$ cat src/rtl/exp_sp_arbiter.sv
// exp_sp_arbiter: round-robin front-end sharing one pipelined softplus/exp
// core between an SP requester and an EXP requester. In-flight ops are
// tracked in a tag pipeline aligned with the core latency, and each result
// is returned with its ID on the owning requester's response port.
// Optional protocol checker: define EXP_SP_ARB_CHK_EN to enable the sticky
// err flag; otherwise err is tied low.
module exp_sp_arbiter #(
  parameter int DW       = 16,
  parameter int IDW      = 4,
  parameter int LAT_CORE = 12
) (
  input  logic           clk,
  input  logic           rst,
  input  logic           en,
  input  logic           sp_req_v,
  output logic           sp_req_rdy,
  input  logic [DW-1:0]  sp_x,
  input  logic [IDW-1:0] sp_id,
  input  logic           exp_req_v,
  output logic           exp_req_rdy,
  input  logic [DW-1:0]  exp_x,
  input  logic [IDW-1:0] exp_id,
  output logic           core_v,
  output logic           core_mode,
  output logic [DW-1:0]  core_x,
  input  logic [DW-1:0]  core_y_s,
  input  logic           core_v_s,
  input  logic [DW-1:0]  core_y_e,
  input  logic           core_v_e,
  output logic           sp_rsp_v,
  output logic [DW-1:0]  sp_y,
  output logic [IDW-1:0] sp_rsp_id,
  output logic           exp_rsp_v,
  output logic [DW-1:0]  exp_y,
  output logic [IDW-1:0] exp_rsp_id,
  output logic           idle,
  output logic           err
);

  typedef enum logic {FAV_SP = 1'b0, FAV_EXP = 1'b1} side_t;

  typedef struct packed {
    logic           v;
    logic           mode;
    logic [IDW-1:0] id;
  } tag_t;

  side_t          rr_ptr;
  logic           grant_sp;
  logic           grant_exp;
  logic           grant;
  logic [IDW-1:0] issue_id;
  tag_t           tag_q [LAT_CORE];
  tag_t           head;
  logic           any_tag_v;

  // Grant selection: a lone requester wins, a tie goes to the favoured side.
  // NOTE: every combinational output gets a default first so no latch is inferred.
  always_comb begin
    grant_sp  = 1'b0;
    grant_exp = 1'b0;
    if (en) begin
      if (sp_req_v && exp_req_v) begin
        grant_sp  = (rr_ptr == FAV_SP);
        grant_exp = (rr_ptr == FAV_EXP);
      end else begin
        grant_sp  = sp_req_v;
        grant_exp = exp_req_v;
      end
    end
  end

  assign grant       = grant_sp | grant_exp;
  assign sp_req_rdy  = grant_sp;
  assign exp_req_rdy = grant_exp;

  // Fairness pointer moves only when a contested cycle is resolved.
  // NOTE: sequential state uses non-blocking assignments so every flop samples pre-edge values.
  always_ff @(posedge clk or posedge rst) begin
    if (rst) begin
      rr_ptr <= FAV_SP;
    end else if (sp_req_v && exp_req_v && grant) begin
      rr_ptr <= grant_sp ? FAV_EXP : FAV_SP;
    end
  end

  // Issue stage: register the accepted op onto the core inputs.
  always_ff @(posedge clk or posedge rst) begin
    if (rst) begin
      core_v    <= 1'b0;
      core_mode <= 1'b0;
      core_x    <= '0;
      issue_id  <= '0;
    end else begin
      core_v <= grant;
      if (grant) begin
        core_mode <= grant_sp;
        core_x    <= grant_sp ? sp_x : exp_x;
        issue_id  <= grant_sp ? sp_id : exp_id;
      end
    end
  end

  // Tag pipeline fed from the issue stage; its last entry lines up with the
  // core result cycle.
  // NOTE: this shift array is reset because its valid bits must be clear after reset;
  // stale core results are then dropped.
  always_ff @(posedge clk or posedge rst) begin
    if (rst) begin
      for (int i = 0; i < LAT_CORE; i++) tag_q[i] <= '0;
    end else begin
      tag_q[0] <= '{v: core_v, mode: core_mode, id: issue_id};
      for (int i = 1; i < LAT_CORE; i++) tag_q[i] <= tag_q[i-1];
    end
  end

  assign head = tag_q[LAT_CORE-1];

  // Any op still travelling through the tag pipeline.
  always_comb begin
    any_tag_v = 1'b0;
    for (int i = 0; i < LAT_CORE; i++) any_tag_v = any_tag_v | tag_q[i].v;
  end

  assign idle = ~any_tag_v & ~core_v & ~grant;

  // Registered responses: route the core result to the owner of the head tag.
  always_ff @(posedge clk or posedge rst) begin
    if (rst) begin
      sp_rsp_v   <= 1'b0;
      sp_y       <= '0;
      sp_rsp_id  <= '0;
      exp_rsp_v  <= 1'b0;
      exp_y      <= '0;
      exp_rsp_id <= '0;
    end else begin
      sp_rsp_v  <= head.v & head.mode & core_v_s;
      exp_rsp_v <= head.v & ~head.mode & core_v_e;
      if (head.v && head.mode && core_v_s) begin
        sp_y      <= core_y_s;
        sp_rsp_id <= head.id;
      end
      if (head.v && !head.mode && core_v_e) begin
        exp_y      <= core_y_e;
        exp_rsp_id <= head.id;
      end
    end
  end

`ifdef EXP_SP_ARB_CHK_EN
  logic chk_bad;

  // Compare core valids against what the head tag expects this cycle.
  always_comb begin
    chk_bad = core_v_s & core_v_e;
    if (head.v) begin
      if (head.mode) chk_bad = chk_bad | ~core_v_s | core_v_e;
      else           chk_bad = chk_bad | ~core_v_e | core_v_s;
    end else begin
      chk_bad = chk_bad | core_v_s | core_v_e;
    end
  end

  // Sticky error flag, cleared only by reset.
  always_ff @(posedge clk or posedge rst) begin
    if (rst)          err <= 1'b0;
    else if (chk_bad) err <= 1'b1;
  end
`else
  assign err = 1'b0;
`endif

endmodule

$ cat config.mk
export PLATFORM = sky130hd
export DESIGN_NAME = exp_sp_arbiter
export DESIGN_NICKNAME = d
export VERILOG_FILES = /design/src/rtl/exp_sp_arbiter.sv
export SDC_FILE = /design/constraint.sdc
export NUM_CORES = 1
export LEC_CHECK = 0
export BUFFER_PORTS_ARGS = -buffer_cell sky130_fd_sc_hd__buf_2
export CAP_MARGIN = 20
export CORE_UTILIZATION = 45
export DETAILED_ROUTE_END_ITERATION = 8
export PLACE_DENSITY = 0.72
export SLEW_MARGIN = 5
export SYNTH_ARGS = -nofsm -noshare
export SYNTH_HDL_FRONTEND = slang
export SYNTH_SLANG_ARGS = --single-unit
$ cat constraint.sdc
create_clock -name clk -period 5.4 [get_ports clk]
set_clock_uncertainty 0.2 [all_clocks]
set_input_delay 1.08 -clock clk [delete_from_list [all_inputs] [get_ports clk]]
set_output_delay 1.08 -clock clk [all_outputs]
set_load 0.05 [all_outputs]
* Yosys cells after proc, flatten, opt, wreduce, memory -nomap -nowiden *
Index checks and enable logic that the tools add are counted.

word-level totals
  output and inout port bits = 64
  flip-flop bits (word level) = 137
  input bits = 79

operators by class
  bitwise gates (word level) = 23
  reductions and logical operators = 7
  mux-type cells = 7

operator list
  kind               count
  16-bit 2-to-1 mux  1
  1-bit OR           12
  1-bit bitwise AND  6
  1-bit logical AND  6
  1-bit 2-to-1 mux   5
  1-bit inverter     5
  4-bit 2-to-1 mux   1
  1-bit zero test    1

* Logic depth before layout (Yosys ltp) *
Gate-level depths: netlist of run 1.

  depth after elaboration = 14
  gate-level depth with buffers = 4
  depth with buffers taken out = 3

* Worst setup path after synthesis of run 1 *
OpenSTA, ideal clock, no wires.

  path type = input port to output port
  start = in sp_req_v
  end = out idle
  data required time = 4120 ps
  arrival time = 2976 ps
  cell stages on the path = 4
  setup slack = 1144 ps
  path buffers = 1
  cells stage by stage = o21ai_1 > buf_2 > nand4_1 > nor4_1

between the ends
  cells in the longest elaborated chain, start to end = 6

ends and longest elaborated chain
  what                   RTL line  RTL
  start: declaration     15        input logic sp_req_v,
  1-bit logical AND      63        if (sp_req_v && exp_req_v) begin
  1-bit 2-to-1 mux       63
  1-bit 2-to-1 mux       62        if (en) begin
  1-bit OR (*)           73        assign grant = grant_sp | grant_exp;
  1-bit inverter (*)     125       assign idle = ~any_tag_v & ~core_v & ~grant;
  1-bit bitwise AND (*)  125
  end: declaration       36        output logic idle,

Mark *: on every way between the ends. The rest lies on a longest branch, timed or not.

* Worst setup path in the final report of run 1 *
Same ends and word-level chain as after synthesis.

==> qor.log, run 1 <==
[cts] clock transition time at the flip-flop clock pins of the worst setup and hold paths 0.06 ns
[logic_synthesis] leading post-synthesis cells by instance count dfrtp_1, mux2_2, a221o_1, and2_0, buf_2
[cts] total clock sinks 137
[setup_path] Crit path buffers/inverters 3
[detailed_routing] number of optimization iterations in the first detailed-route pass 4
[setup_path] Crit path largest cell delay 0.32 ns
[placed_design] placer congestion estimate 0.689
[die] Total Die Area 10100 µm²
[setup_path] most frequent cell on the critical path buf_2
[detailed_routing] total detailed-routing wirelength 7470 µm
[sta] final number of setup-violating endpoints 0
[placed_design] count of input and output buffers 141
[cts] post-CTS setup repair buffer count 0
[setup_path] dominant delay contributor by cell family on the critical path buffers and inverters
[cts] Post-CTS Hold Buffers 0
[global_routing] antenna violations before repair 0
[sta] unrepaired setup endpoints after global routing false
[sta] normalized max-slew margin 30.0%
[logic_synthesis] most frequent cell after synthesis dfrtp_1
[global_routing] total overflow reported by the global router 0
[global_routing] global-route wire length before repair 12100 µm
[logic_synthesis] top_reg_cell synth dfrtp_1
[logic_synthesis] summed instance area of the synthesized netlist 4380 µm²
[global_routing] maximum number of pins on one net before global-route repair 91
[setup_path] arrival time of the worst setup path 2.23 ns
[detailed_routing] routed vias/inst 4.71
[logic_synthesis] area leader, netlist dfrtp_1
[outcome] status finished, final reports clean
[logic_synthesis] Async SR Flop Fraction 100%
[setup_path] required time of the worst setup path 4.12 ns
[logic_synthesis] Yosys reg bits 137
[cts] clk_lat worst skew 0.50 ns
[die] area of the core region 9330 µm²
[sta] max-slew violation count 0
[power_and_ir_drop] Max rail drop VDD 0.269 mV
[setup_path] category of the worst setup path capture point output port
[logic_synthesis] Yosys cell types 18
[sta] Sum Neg Setup Slack 0 ns
[cts] maximum clock insertion buffer count 2
[die] FP Rows 35
[sta] time the worst path needs with I/O delays and setup 3.51 ns
[die] starting density of the core 47.0%
[detailed_routing] Final ANT Viol Nets 0
[sta] final worst slack 1.89 ns
[cts] clk root buf clkbuf_8
[die] die boundary width 101 µm
[detailed_routing] average wire per cell in the routed design 13.7 µm
[cts] post-cts gate resize count 0
[sta] achievable clock frequency 285 MHz
[setup_path] Worst Setup Path Type primary input to output port
[logic_synthesis] dominant cells by area after synthesis dfrtp_1, mux2_2, a221o_1
[power_and_ir_drop] pwr dens 635 nW/µm²
[cts] CTS H-Tree Depth 4
[placed_design] worst setup timing slack at the placement stage 1.94 ns
[setup_path] startpoint type of the worst setup path primary input
[setup_path] list of cells traversed by the critical path buf_2 > o21ai_1 > buf_4 > nand4_1 > nor4_1 > buf_2
[global_routing] combined global-route utilization of all metal layers 16.2%
[layout] fin nets 482
[detailed_routing] DRC violation count after routing 0
[setup_path] cell at the slowest stage of the critical path buf_2
[layout] number of antenna cells inserted 0
[power_and_ir_drop] leakage 2.91 nW
[run] max-capacitance violation count 0
[logic_synthesis] sequential cell area fraction in the yosys report 78.3%
[logic_synthesis] Post-Synthesis Net Count 329
[cts] total CTS buffers 17
[logic_synthesis] Yosys warnings 0
[detailed_routing] number of violations reported at the end of detailed-routing iteration 0 55
[sta] Least-Margin Pin Slew 1.05 ns
[sta] share of the clock period used by the worst path 65.0%
[setup_path] highest fanout seen on the critical path 22
[die] number of top-level design ports 143
[cts] TritonCTS clock tree built
[detailed_routing] overall via count from detail_route 2562
[die] die outline height 101 µm
[placed_design] DP Wirelength 4800 µm
[layout] area grow syn2layout 33.5%
[logic_synthesis] post-synthesis area per instance 17.5 µm²
[worst_hold_path] class of the most critical hold timing path register to register
[sta] endpoints failing hold 0
[logic_synthesis] cell count after synthesis 250
[logic_synthesis] EDFF count, synth 0
[logic_synthesis] Yosys top cell area share 78.3%
[layout] share of final-layout standard cells stronger than drive strength 1 52.0%
[global_routing] number of global-route vias before repair 2504
==> cell families after synthesis <==
group | Yosys count | share of synthesized area, %
multiplexers | 40 | 10.3
XOR/XNOR | 1 | 0.200
AND/OR/NAND/NOR | 30 | 4.08
buffers and inverters | 17 | 1.83
flip-flops | 137 | 78.3
other | 1 | 0.0856
AO/OA/AOI/OAI | 24 | 5.26
==> area by class of cell <==
class / count / area [µm²]
timing repair buffer: 145 / 736
multi-input combinational: 96 / 872
inverter: 6 / 27.5
clock buffer: 22 / 453
tap: 129 / 161
sequential: 137 / 3430
clock inverter: 9 / 170
fill: 712 / 3480
==> placed cells by master, fill, tap and decap left out <==
cell | netlist | routed
buf_2 | 10 | 141
clkbuf_8 | 0 | 3
buf_4 | 1 | 4
inv_1 | 6 | 5
o21bai_1 | 1 | 1
nor4_1 | 3 | 3
nor2_1 | 1 | 1
nand3_1 | 2 | 2
and2_0 | 20 | 20
nand4_1 | 1 | 1
nand3b_1 | 1 | 1
inv_6 | 0 | 1
conb_1 | 1 | 1
nand2_1 | 2 | 2
dfrtp_1 | 137 | 137
bufinv_16 | 0 | 5
xnor2_1 | 1 | 1
clkbuf_16 | 0 | 16
a221o_1 | 20 | 20
a21oi_2 | 2 | 2
clkbuf_1 | 0 | 3
mux2_2 | 40 | 40
o21ai_1 | 1 | 1
clkinv_2 | 0 | 4
==> path summary, 6_finish.rpt <==
path | from | end | slack, ns | depth (start not counted)
max reg2reg | head[5] | sp_y[8] | 3.35 | 2
max | sp_req_v | idle | 1.89 | 6
max in group asynchronous | rst | sp_y[7] | 3.36 | 3
min in group asynchronous | rst | tag_q[26] | 0.52 | 2
min reg2reg | tag_q[8] | head[2] | 0.14 | 0
min | tag_q[8] | head[2] | 0.14 | 0
==> through the flow <==
stage                     area (µm²)  util [%]  power, mW  hold WS [ns]  instances
after floorplan                 4380         -       2.26         0.131        250
after global routing            5850      62.7       3.88         0.148        544
after global placement          5230      56.0       2.51         0.133        513
final                           5850      62.7       3.71         0.140        544
after CTS                       5850      62.7       3.76         0.144        544
after detailed placement        5230      56.0       2.53         0.135        513
==> power by group <==
part	switching (mW)	internal (mW)
sequential	0.117	1.32
combinational	0.786	0.284
clock	0.394	0.815
==> state kept, by name (all words and copies together) (netlist names) <==
| signal | flops |
|---|---|
| core_x | 16 |
| core_v | 1 |
| sp_rsp_v | 1 |
| rr_ptr | 1 |
| core_mode | 1 |
| sp_rsp_id | 4 |
| head | 6 |
| exp_rsp_id | 4 |
| tag_q | 66 |
| exp_rsp_v | 1 |
| issue_id | 4 |
| exp_y | 16 |
| sp_y | 16 |
==> metal layers <==
layer / part of all wire [%] / vias to the layer above / track usage, %
met5: 0 / - / 0
met4: 1.2 / 0 / 7.02
met3: 8.4 / 10 / 6.59
met2: 45 / 127 / 23.1
met1: 45 / 1244 / 21.9
li1: - / 1181 / -
Power figures use the tool's default switching activity.
==> inputs of run 2 (changes only) <==
- ABC_AREA: not set -> 1
- PLACE_DENSITY: 0.72 -> 0.75
- clock period: 5.4 -> 2.9 ns (I/O delays scaled with it)
==> qor.log, run 2 <==
[outcome] status finished, final reports clean
[logic_synthesis] multiplexer area fraction after synthesis 0% [-10 points]
[setup_path] Worst Setup Path Type register to output port
[cts] Post-CTS Hold Buffers 0 [unchanged]
[power_and_ir_drop] leakage 3.20 nW [+9.9%]
[die] number of top-level design ports 143 [unchanged]
[logic_synthesis] Yosys reg bits 137 [unchanged]
[sta] time the worst path needs with I/O delays and setup 2.46 ns
[detailed_routing] average wire per cell in the routed design 12.4 µm [-9.4%]
[layout] most frequent standard cell in the layout excluding fill and tap cells nand2_1
[layout] number of antenna cells inserted 0 [unchanged]
[sta] endpoints failing hold 0 [unchanged]
[setup_path] list of cells traversed by the critical path inv_1 > nand2_1 > nor2_1 > nand3_1 > nor2_1 > buf_2
[layout] flip-flop count of the largest register, all copies and words added 66 [unchanged]
[setup_path] arrival time of the worst setup path 1.68 ns [-0.55 ns]
[global_routing] maximum number of pins on one net before global-route repair 138 [+52%]
[cts] clk_lat worst skew 0.50 ns [about the same]
[detailed_routing] DRC violation count after routing 0 [unchanged]
[sta] normalized max-slew margin 53.5% [+24 points]
[logic_synthesis] Post-Synthesis Net Count 459 [+40%]
[layout] count of fill cells added during filler insertion 731 [+2.7%]
[sta] unrepaired setup endpoints after global routing false
[power_and_ir_drop] sequential group share of total power 40.2% [+1.6 points]
[setup_path] most frequent cell on the critical path nor2_1
[cts] maximum clock insertion buffer count 2 [unchanged]
[logic_synthesis] dominant cells by area after synthesis dfrtp_1, nand2_1, nand3_1
[global_routing] number of global-route vias before repair 2923 [+17%]
[cts] TritonCTS clock tree built
[sta] achievable clock frequency 407 MHz
[logic_synthesis] dominant combinational cell family by area after synthesis simple AND/OR/NAND/NOR gates
[layout] area grow syn2layout 33.5% [about the same]
[detailed_routing] routed vias/inst 4.61 [-2.1%]
[logic_synthesis] xor and xnor area share after synthesis 0.197% [-0.0025 points]
[power_and_ir_drop] share of total power in the clock network 35.3% [+2.7 points]
[placed_design] placer congestion estimate 0.793 [+15%]
[logic_synthesis] Yosys top cell area share 77.3% [-0.97 points]
[logic_synthesis] sequential cell area fraction in the yosys report 77.3% [-0.97 points]
[layout] post-layout instance count excluding filler cells 673 [+24%]
[layout] fin nets 610 [+27%]
[setup_path] Worst Reg2Reg Path Length in Cells 4 [+2]
[logic_synthesis] synthesized-area fraction occupied by ao, oa, aoi and oai cells 1.58% [-3.7 points]
[run] max-capacitance violation count 0 [unchanged]
[setup_path] cell at the slowest stage of the critical path dfrtp_1
[cts] clk root buf clkbuf_8
[placed_design] worst setup timing slack at the placement stage 0.739 ns [-1.20 ns]
[setup_path] highest fanout seen on the critical path 2 [-91%]
[setup_path] category of the worst setup path capture point output port
[die] die outline height 101 µm [+0.62%]
[logic_synthesis] Synth Area in Simple Gates 17.9% [+14 points]
[placed_design] count of input and output buffers 141 [unchanged]
[detailed_routing] total detailed-routing wirelength 8370 µm [+12%]
[worst_hold_path] class of the most critical hold timing path primary input to asynchronous set/reset pin
[power_and_ir_drop] power dissipated by switching net loads 2.18 mW [+68%]
[setup_path] worst-case register-to-register setup slack 0.97 ns [-2.38 ns]
[cts] post-cts gate resize count 0 [unchanged]
[sta] final number of setup-violating endpoints 0 [unchanged]
[power_and_ir_drop] Max rail drop VDD 0.427 mV [+59%]
[setup_path] Crit path largest cell delay 0.39 ns [+0.07 ns]
[global_routing] combined global-route utilization of all metal layers 17.6% [+1.4 points]
[placed_design] DP Wirelength 5530 µm [+15%]
[power_and_ir_drop] internal power 4.22 mW [+75%]
[logic_synthesis] post-synthesis area per instance 11.7 µm² [-33%]
[sta] final worst slack 0.441 ns [-1.45 ns]
[cts] clock transition time at the flip-flop clock pins of the worst setup and hold paths 0.06 ns [about the same]
[logic_synthesis] leading post-synthesis cells by instance count nand2_1, dfrtp_1, nand3_1
[layout] largest reg by FF count tag_q
[power_and_ir_drop] Comb power frac 24.5% [-4.3 points]
[logic_synthesis] top_reg_cell synth dfrtp_1
[placed_design] post-place instance area 5270 µm² [+0.91%]
[detailed_routing] number of violations reported at the end of detailed-routing iteration 0 191 [+250%]
[cts] total CTS buffers 17 [unchanged]
[die] die boundary width 101 µm [+0.62%]
[detailed_routing] overall via count from detail_route 3102 [+21%]
[die] FP Rows 35 [unchanged]
[setup_path] reg-to-reg endpoint sp_y[15]
[logic_synthesis] summed instance area of the synthesized netlist 4440 µm² [+1.3%]
[cts] CTS H-Tree Depth 4 [unchanged]
[logic_synthesis] most frequent cell after synthesis nand2_1
[logic_synthesis] Yosys warnings 0 [unchanged]
[sta] share of the clock period used by the worst path 84.8%
[logic_synthesis] Async SR Flop Fraction 100% [unchanged]
[die] area of the core region 9420 µm² [+0.94%]
[logic_synthesis] Yosys cell types 19 [+1]
[sta] Sum Neg Setup Slack 0 ns [unchanged]
[setup_path] required time of the worst setup path 2.12 ns [-2.00 ns]
[global_routing] total overflow reported by the global router 0 [unchanged]
[layout] most frequent cells in the layout nand2_1, buf_2, dfrtp_1
[detailed_routing] Final ANT Viol Nets 0 [unchanged]
[sta] Least-Margin Pin Slew 0.698 ns [-0.350 ns]
[die] starting density of the core 47.1% [+0.15 points]
[detailed_routing] number of optimization iterations in the first detailed-route pass 5 [+1]
[logic_synthesis] fraction of the mapped netlist area in adder cells 0% [unchanged]
[logic_synthesis] EDFF count, synth 0 [unchanged]
[die] Total Die Area 10300 µm² [+1.2%]
[setup_path] reg-to-reg critical path startpoint head[4]
[layout] share of final-layout standard cells stronger than drive strength 1 33.5% [-19 points]
[power_and_ir_drop] pwr dens 1080 nW/µm² [+70%]
[logic_synthesis] area leader, netlist dfrtp_1
[power_and_ir_drop] fraction of power spent switching nets 34.1% [-0.81 points]
[placed_design] cell count after placement 641 [+25%]
[cts] post-CTS setup repair buffer count 0 [unchanged]
[global_routing] global-route wire length before repair 13400 µm [+11%]
[logic_synthesis] cell count after synthesis 380 [+52%]
[sta] worst-case hold slack 0.0481 ns [-0.0917 ns]
[global_routing] antenna violations before repair 0 [unchanged]
[layout] final design area excluding fillers 5920 µm² [+1.2%]
[sta] max-slew violation count 0 [unchanged]
[cts] total clock sinks 137 [unchanged]
[setup_path] startpoint type of the worst setup path register
run 2: changes by cell type after synthesis, sizes merged, moves of 2 or more:
cell / previous run / this run
and2: 20 / 0
a221o: 20 / 0
nor4: 3 / 0
o21ai: 1 / 9
nor2: 1 / 7
nand2: 2 / 170
nand3: 2 / 24
mux2: 40 / 0
inv: 6 / 14
clkbuf: 0 / 2
run 2: critical path: cells and delay by family, from the launching register on:
| family | cells | cell delay [ns] |
|---|---|---|
| buffers and inverters | 2 | 0.37 |
| and+or+nand+nor | 4 | 0.41 |
| DFF | 1 | 0.39 |
run 2: stage by stage:
step | power (mW) | util (%)
2_1_floorplan | 3.74 | -
3_3_place_gp | 4.13 | 56.0
3_5_place_dp | 4.18 | 56.0
4_1_cts | 6.48 | 62.9
5_1_grt | 6.70 | 62.9
6_report | 6.40 | 62.9
run 2: worst max path at each step:
stage | startpoint | endpoint | slack, ns | cells past startpoint
floorplan | rst | core_mode | 0.41 | 1
global placement | sp_req_v | idle | 0.81 | 5
global route | head[5] | idle | 0.33 | 6
finish | head[5] | idle | 0.44 | 6
detailed placement | core_v_s | sp_y[3] | 0.74 | 5
CTS | head[5] | idle | 0.38 | 6
run 2: final cells by class:
cell class | instances | area [µm²] | area share, %
clock buffer | 23 | 487 | 8.22
inverter | 15 | 60.1 | 1.01
clock inverter | 9 | 160 | 2.71
sequential | 137 | 3430 | 57.9
multi-input combinational | 215 | 875 | 14.8
tap | 129 | 161 | 2.73
timing repair buffer | 145 | 748 | 12.6
run 2: metal layers:
| layer | vias up | global-route usage [%] | wire [µm] |
|---|---|---|---|
| met4 | 0 | 7.13 | 87 |
| met1 | 1465 | 23.2 | 3780 |
| met2 | 156 | 26.5 | 3880 |
| li1 | 1473 | - | - |
| met5 | - | 0 | 0 |
| met3 | 8 | 6.49 | 628 |
run 2: kinds of logic after synthesis:
logic type                count (synthesis)
and+or+nand+nor                         201
DFF                                     137
buffers and inverters                    28
AOI/OAI and AO/OA                        12
xor gates and xnor gates                  1
other                                     1
run 2: power by group through the flow:
stage	registers, mW	logic [mW]	clock network (mW)
after CTS	2.58	1.58	2.32
after detailed placement	2.60	1.58	0
after global placement	2.57	1.56	0
after global routing	2.62	1.68	2.41
final	2.57	1.57	2.26
after floorplan	3.42	0.319	0
==> inputs of run 3 (changes only) <==
- clock period: 2.9 -> 2.2 ns (I/O delays scaled with it)
==> qor.log, run 3 (synthesized netlist as in run 2, its figures left out) <==
[layout] number of antenna cells inserted 0 [unchanged]
[run] max-capacitance violation count 0 [unchanged]
[setup_path] reg-to-reg endpoint core_x[13]
[global_routing] antenna violations before repair 0 [unchanged]
[global_routing] maximum number of pins on one net before global-route repair 86 [-38%]
[detailed_routing] DRC violation count after routing 0 [unchanged]
[worst_hold_path] class of the most critical hold timing path primary input to register
[power_and_ir_drop] sum of internal, switching and leakage power 8.51 mW [+33%]
[setup_path] cell at the slowest stage of the critical path dfrtp_1
[placed_design] count of input and output buffers 141 [unchanged]
[power_and_ir_drop] Max rail drop VDD 0.591 mV [+39%]
[cts] total clock sinks 137 [unchanged]
[sta] worst-case hold slack 0.0648 ns [+0.0166 ns]
[cts] TritonCTS clock tree built
[power_and_ir_drop] leakage 3.53 nW [+10%]
[detailed_routing] average wire per cell in the routed design 13.6 µm [+9.6%]
[placed_design] post-place instance area 5310 µm² [+0.66%]
[setup_path] highest fanout seen on the critical path 2 [unchanged]
[die] Total Die Area 10300 µm² [unchanged]
[cts] clock transition time at the flip-flop clock pins of the worst setup and hold paths 0.06 ns [about the same]
[detailed_routing] Final ANT Viol Nets 0 [unchanged]
[sta] unrepaired setup endpoints after global routing true
[outcome] status finished, final reports clean
[setup_path] cell count along the critical path 6 [unchanged]
[setup_path] worst-case register-to-register setup slack 0.27 ns [-0.70 ns]
[placed_design] placer congestion estimate 0.735 [-7.4%]
[sta] time the worst path needs with I/O delays and setup 2.14 ns
[cts] clk root buf clkbuf_8
[setup_path] critical path startpoint tag_q[35]
[layout] count of fill cells added during filler insertion 583 [-20%]
[detailed_routing] total detailed-routing wirelength 10200 µm [+22%]
[setup_path] Crit path largest cell delay 0.39 ns [about the same]
[sta] final number of setup-violating endpoints 0 [unchanged]
[sta] max-slew violation count 0 [unchanged]
[setup_path] category of the worst setup path capture point output port
[die] die boundary width 101 µm [unchanged]
[sta] endpoints failing hold 0 [unchanged]
[sta] Sum Neg Setup Slack 0 ns [unchanged]
[layout] flip-flop count of the largest register, all copies and words added 66 [unchanged]
[worst_hold_path] Worst Min Path Start sp_req_v
[layout] fin nets 688 [+13%]
[detailed_routing] overall via count from detail_route 3486 [+12%]
[sta] Least-Margin Pin Slew 0.507 ns [-0.191 ns]
[power_and_ir_drop] pwr dens 1280 nW/µm² [+18%]
[setup_path] capture point of the critical path idle
[cts] total CTS buffers 17 [unchanged]
[setup_path] startpoint type of the worst setup path register
[die] starting density of the core 47.1% [unchanged]
[cts] maximum clock insertion buffer count 2 [unchanged]
[layout] most frequent cells in the layout nand2_1, buf_2, dfrtp_1
[setup_path] Worst Setup Path Type register to output port
[sta] normalized max-slew margin 66.0% [+13 points]
[detailed_routing] number of optimization iterations in the first detailed-route pass 4 [-1]
[worst_hold_path] WHS Path Cells 3
[global_routing] combined global-route utilization of all metal layers 21.1% [+3.6 points]
[layout] end-of-flow core utilization 70.8% [+8.0 points]
[cts] clk_lat worst skew 0.50 ns [about the same]
[cts] CTS H-Tree Depth 4 [unchanged]
[layout] largest reg by FF count tag_q
[setup_path] Worst Reg2Reg Path Length in Cells 6 [+2]
[global_routing] global-route wire length before repair 16200 µm [+21%]
[setup_path] list of cells traversed by the critical path inv_1 > nand2_1 > nor2_2 > nand3_1 > nor2_2 > buf_6
[setup_path] Crit path buffers/inverters 2 [unchanged]
[setup_path] most frequent cell on the critical path nor2_2
[layout] final design area excluding fillers 6670 µm² [+13%]
[setup_path] arrival time of the worst setup path 1.50 ns [-0.18 ns]
[die] number of top-level design ports 143 [unchanged]
[detailed_routing] routed vias/inst 4.64 [+0.71%]
[detailed_routing] number of violations reported at the end of detailed-routing iteration 0 109 [-43%]
[die] die outline height 101 µm [unchanged]
[setup_path] dominant delay contributor by cell family on the critical path flip-flops
[setup_path] required time of the worst setup path 1.56 ns [-0.56 ns]
[global_routing] number of global-route vias before repair 3561 [+22%]
[setup_path] reg-to-reg critical path startpoint rr_ptr
[die] area of the core region 9420 µm² [unchanged]
[sta] share of the clock period used by the worst path 97.5%
[global_routing] total overflow reported by the global router 0 [unchanged]
[sta] achievable clock frequency 466 MHz
[layout] area grow syn2layout 50.4%
[placed_design] DP Wirelength 5510 µm [-0.36%]
[die] FP Rows 35 [unchanged]
[layout] share of final-layout standard cells stronger than drive strength 1 31.0% [-2.4 points]
[layout] most frequent standard cell in the layout excluding fill and tap cells nand2_1
run 3: worst min-delay path by stage:
stage	slack, ns	to
after floorplan	0.13	head[0]
after global placement	0.13	tag_q[61]
after detailed placement	0.13	tag_q[22]
after CTS	0.02	rr_ptr
after global routing	0.06	rr_ptr
final	0.06	rr_ptr
run 3: tightest hold or removal path: cells and delay by family:
kind / cells / cell delay (ns)
xor+xnor: 1 / 0.06
buf+inv: 1 / 0.13
simple gates: 1 / 0.08
run 3: final cells by class:
class	instances	area [µm²]	area share, %
flip-flops and latches	137	3430	51.4
repair buffers	223	1540	23.0
multi-input cells	215	885	13.3
clock buffers	17	414	6.21
clock inverters	15	185	2.78
well taps	129	161	2.42
inverters	15	60.1	0.901
run 3: where the power goes:
part | internal [mW] | switching (mW)
clock | 1.75 | 1.06
combinational | 0.620 | 1.69
sequential | 3.11 | 0.271
run 3: what timing repair did:
item | in CTS | in global routing
hold buffers | 73 | 0
endpoints found under the setup margin | 1 | 1
pin swaps | 4 | 5
endpoints found under the hold margin | 189 | 0
setup buffers | 1 | 1
gates resized for setup | 6 | 1
run 3: layer usage:
metal	up-vias	global-route usage (%)	routed length [µm]
li1	1632	-	-
met1	1641	24.2	4220
met2	200	36.5	5000
met3	13	6.76	914
met4	0	9.25	111
met5	-	0	0
run 3: metrics by stage:
step           cells  setup WS, ns
6_report         751        0.0557
5_1_grt          751       -0.0593
4_1_cts          750      -0.00534
3_5_place_dp     644         0.352
3_3_place_gp     644         0.376
2_1_floorplan    380        -0.147
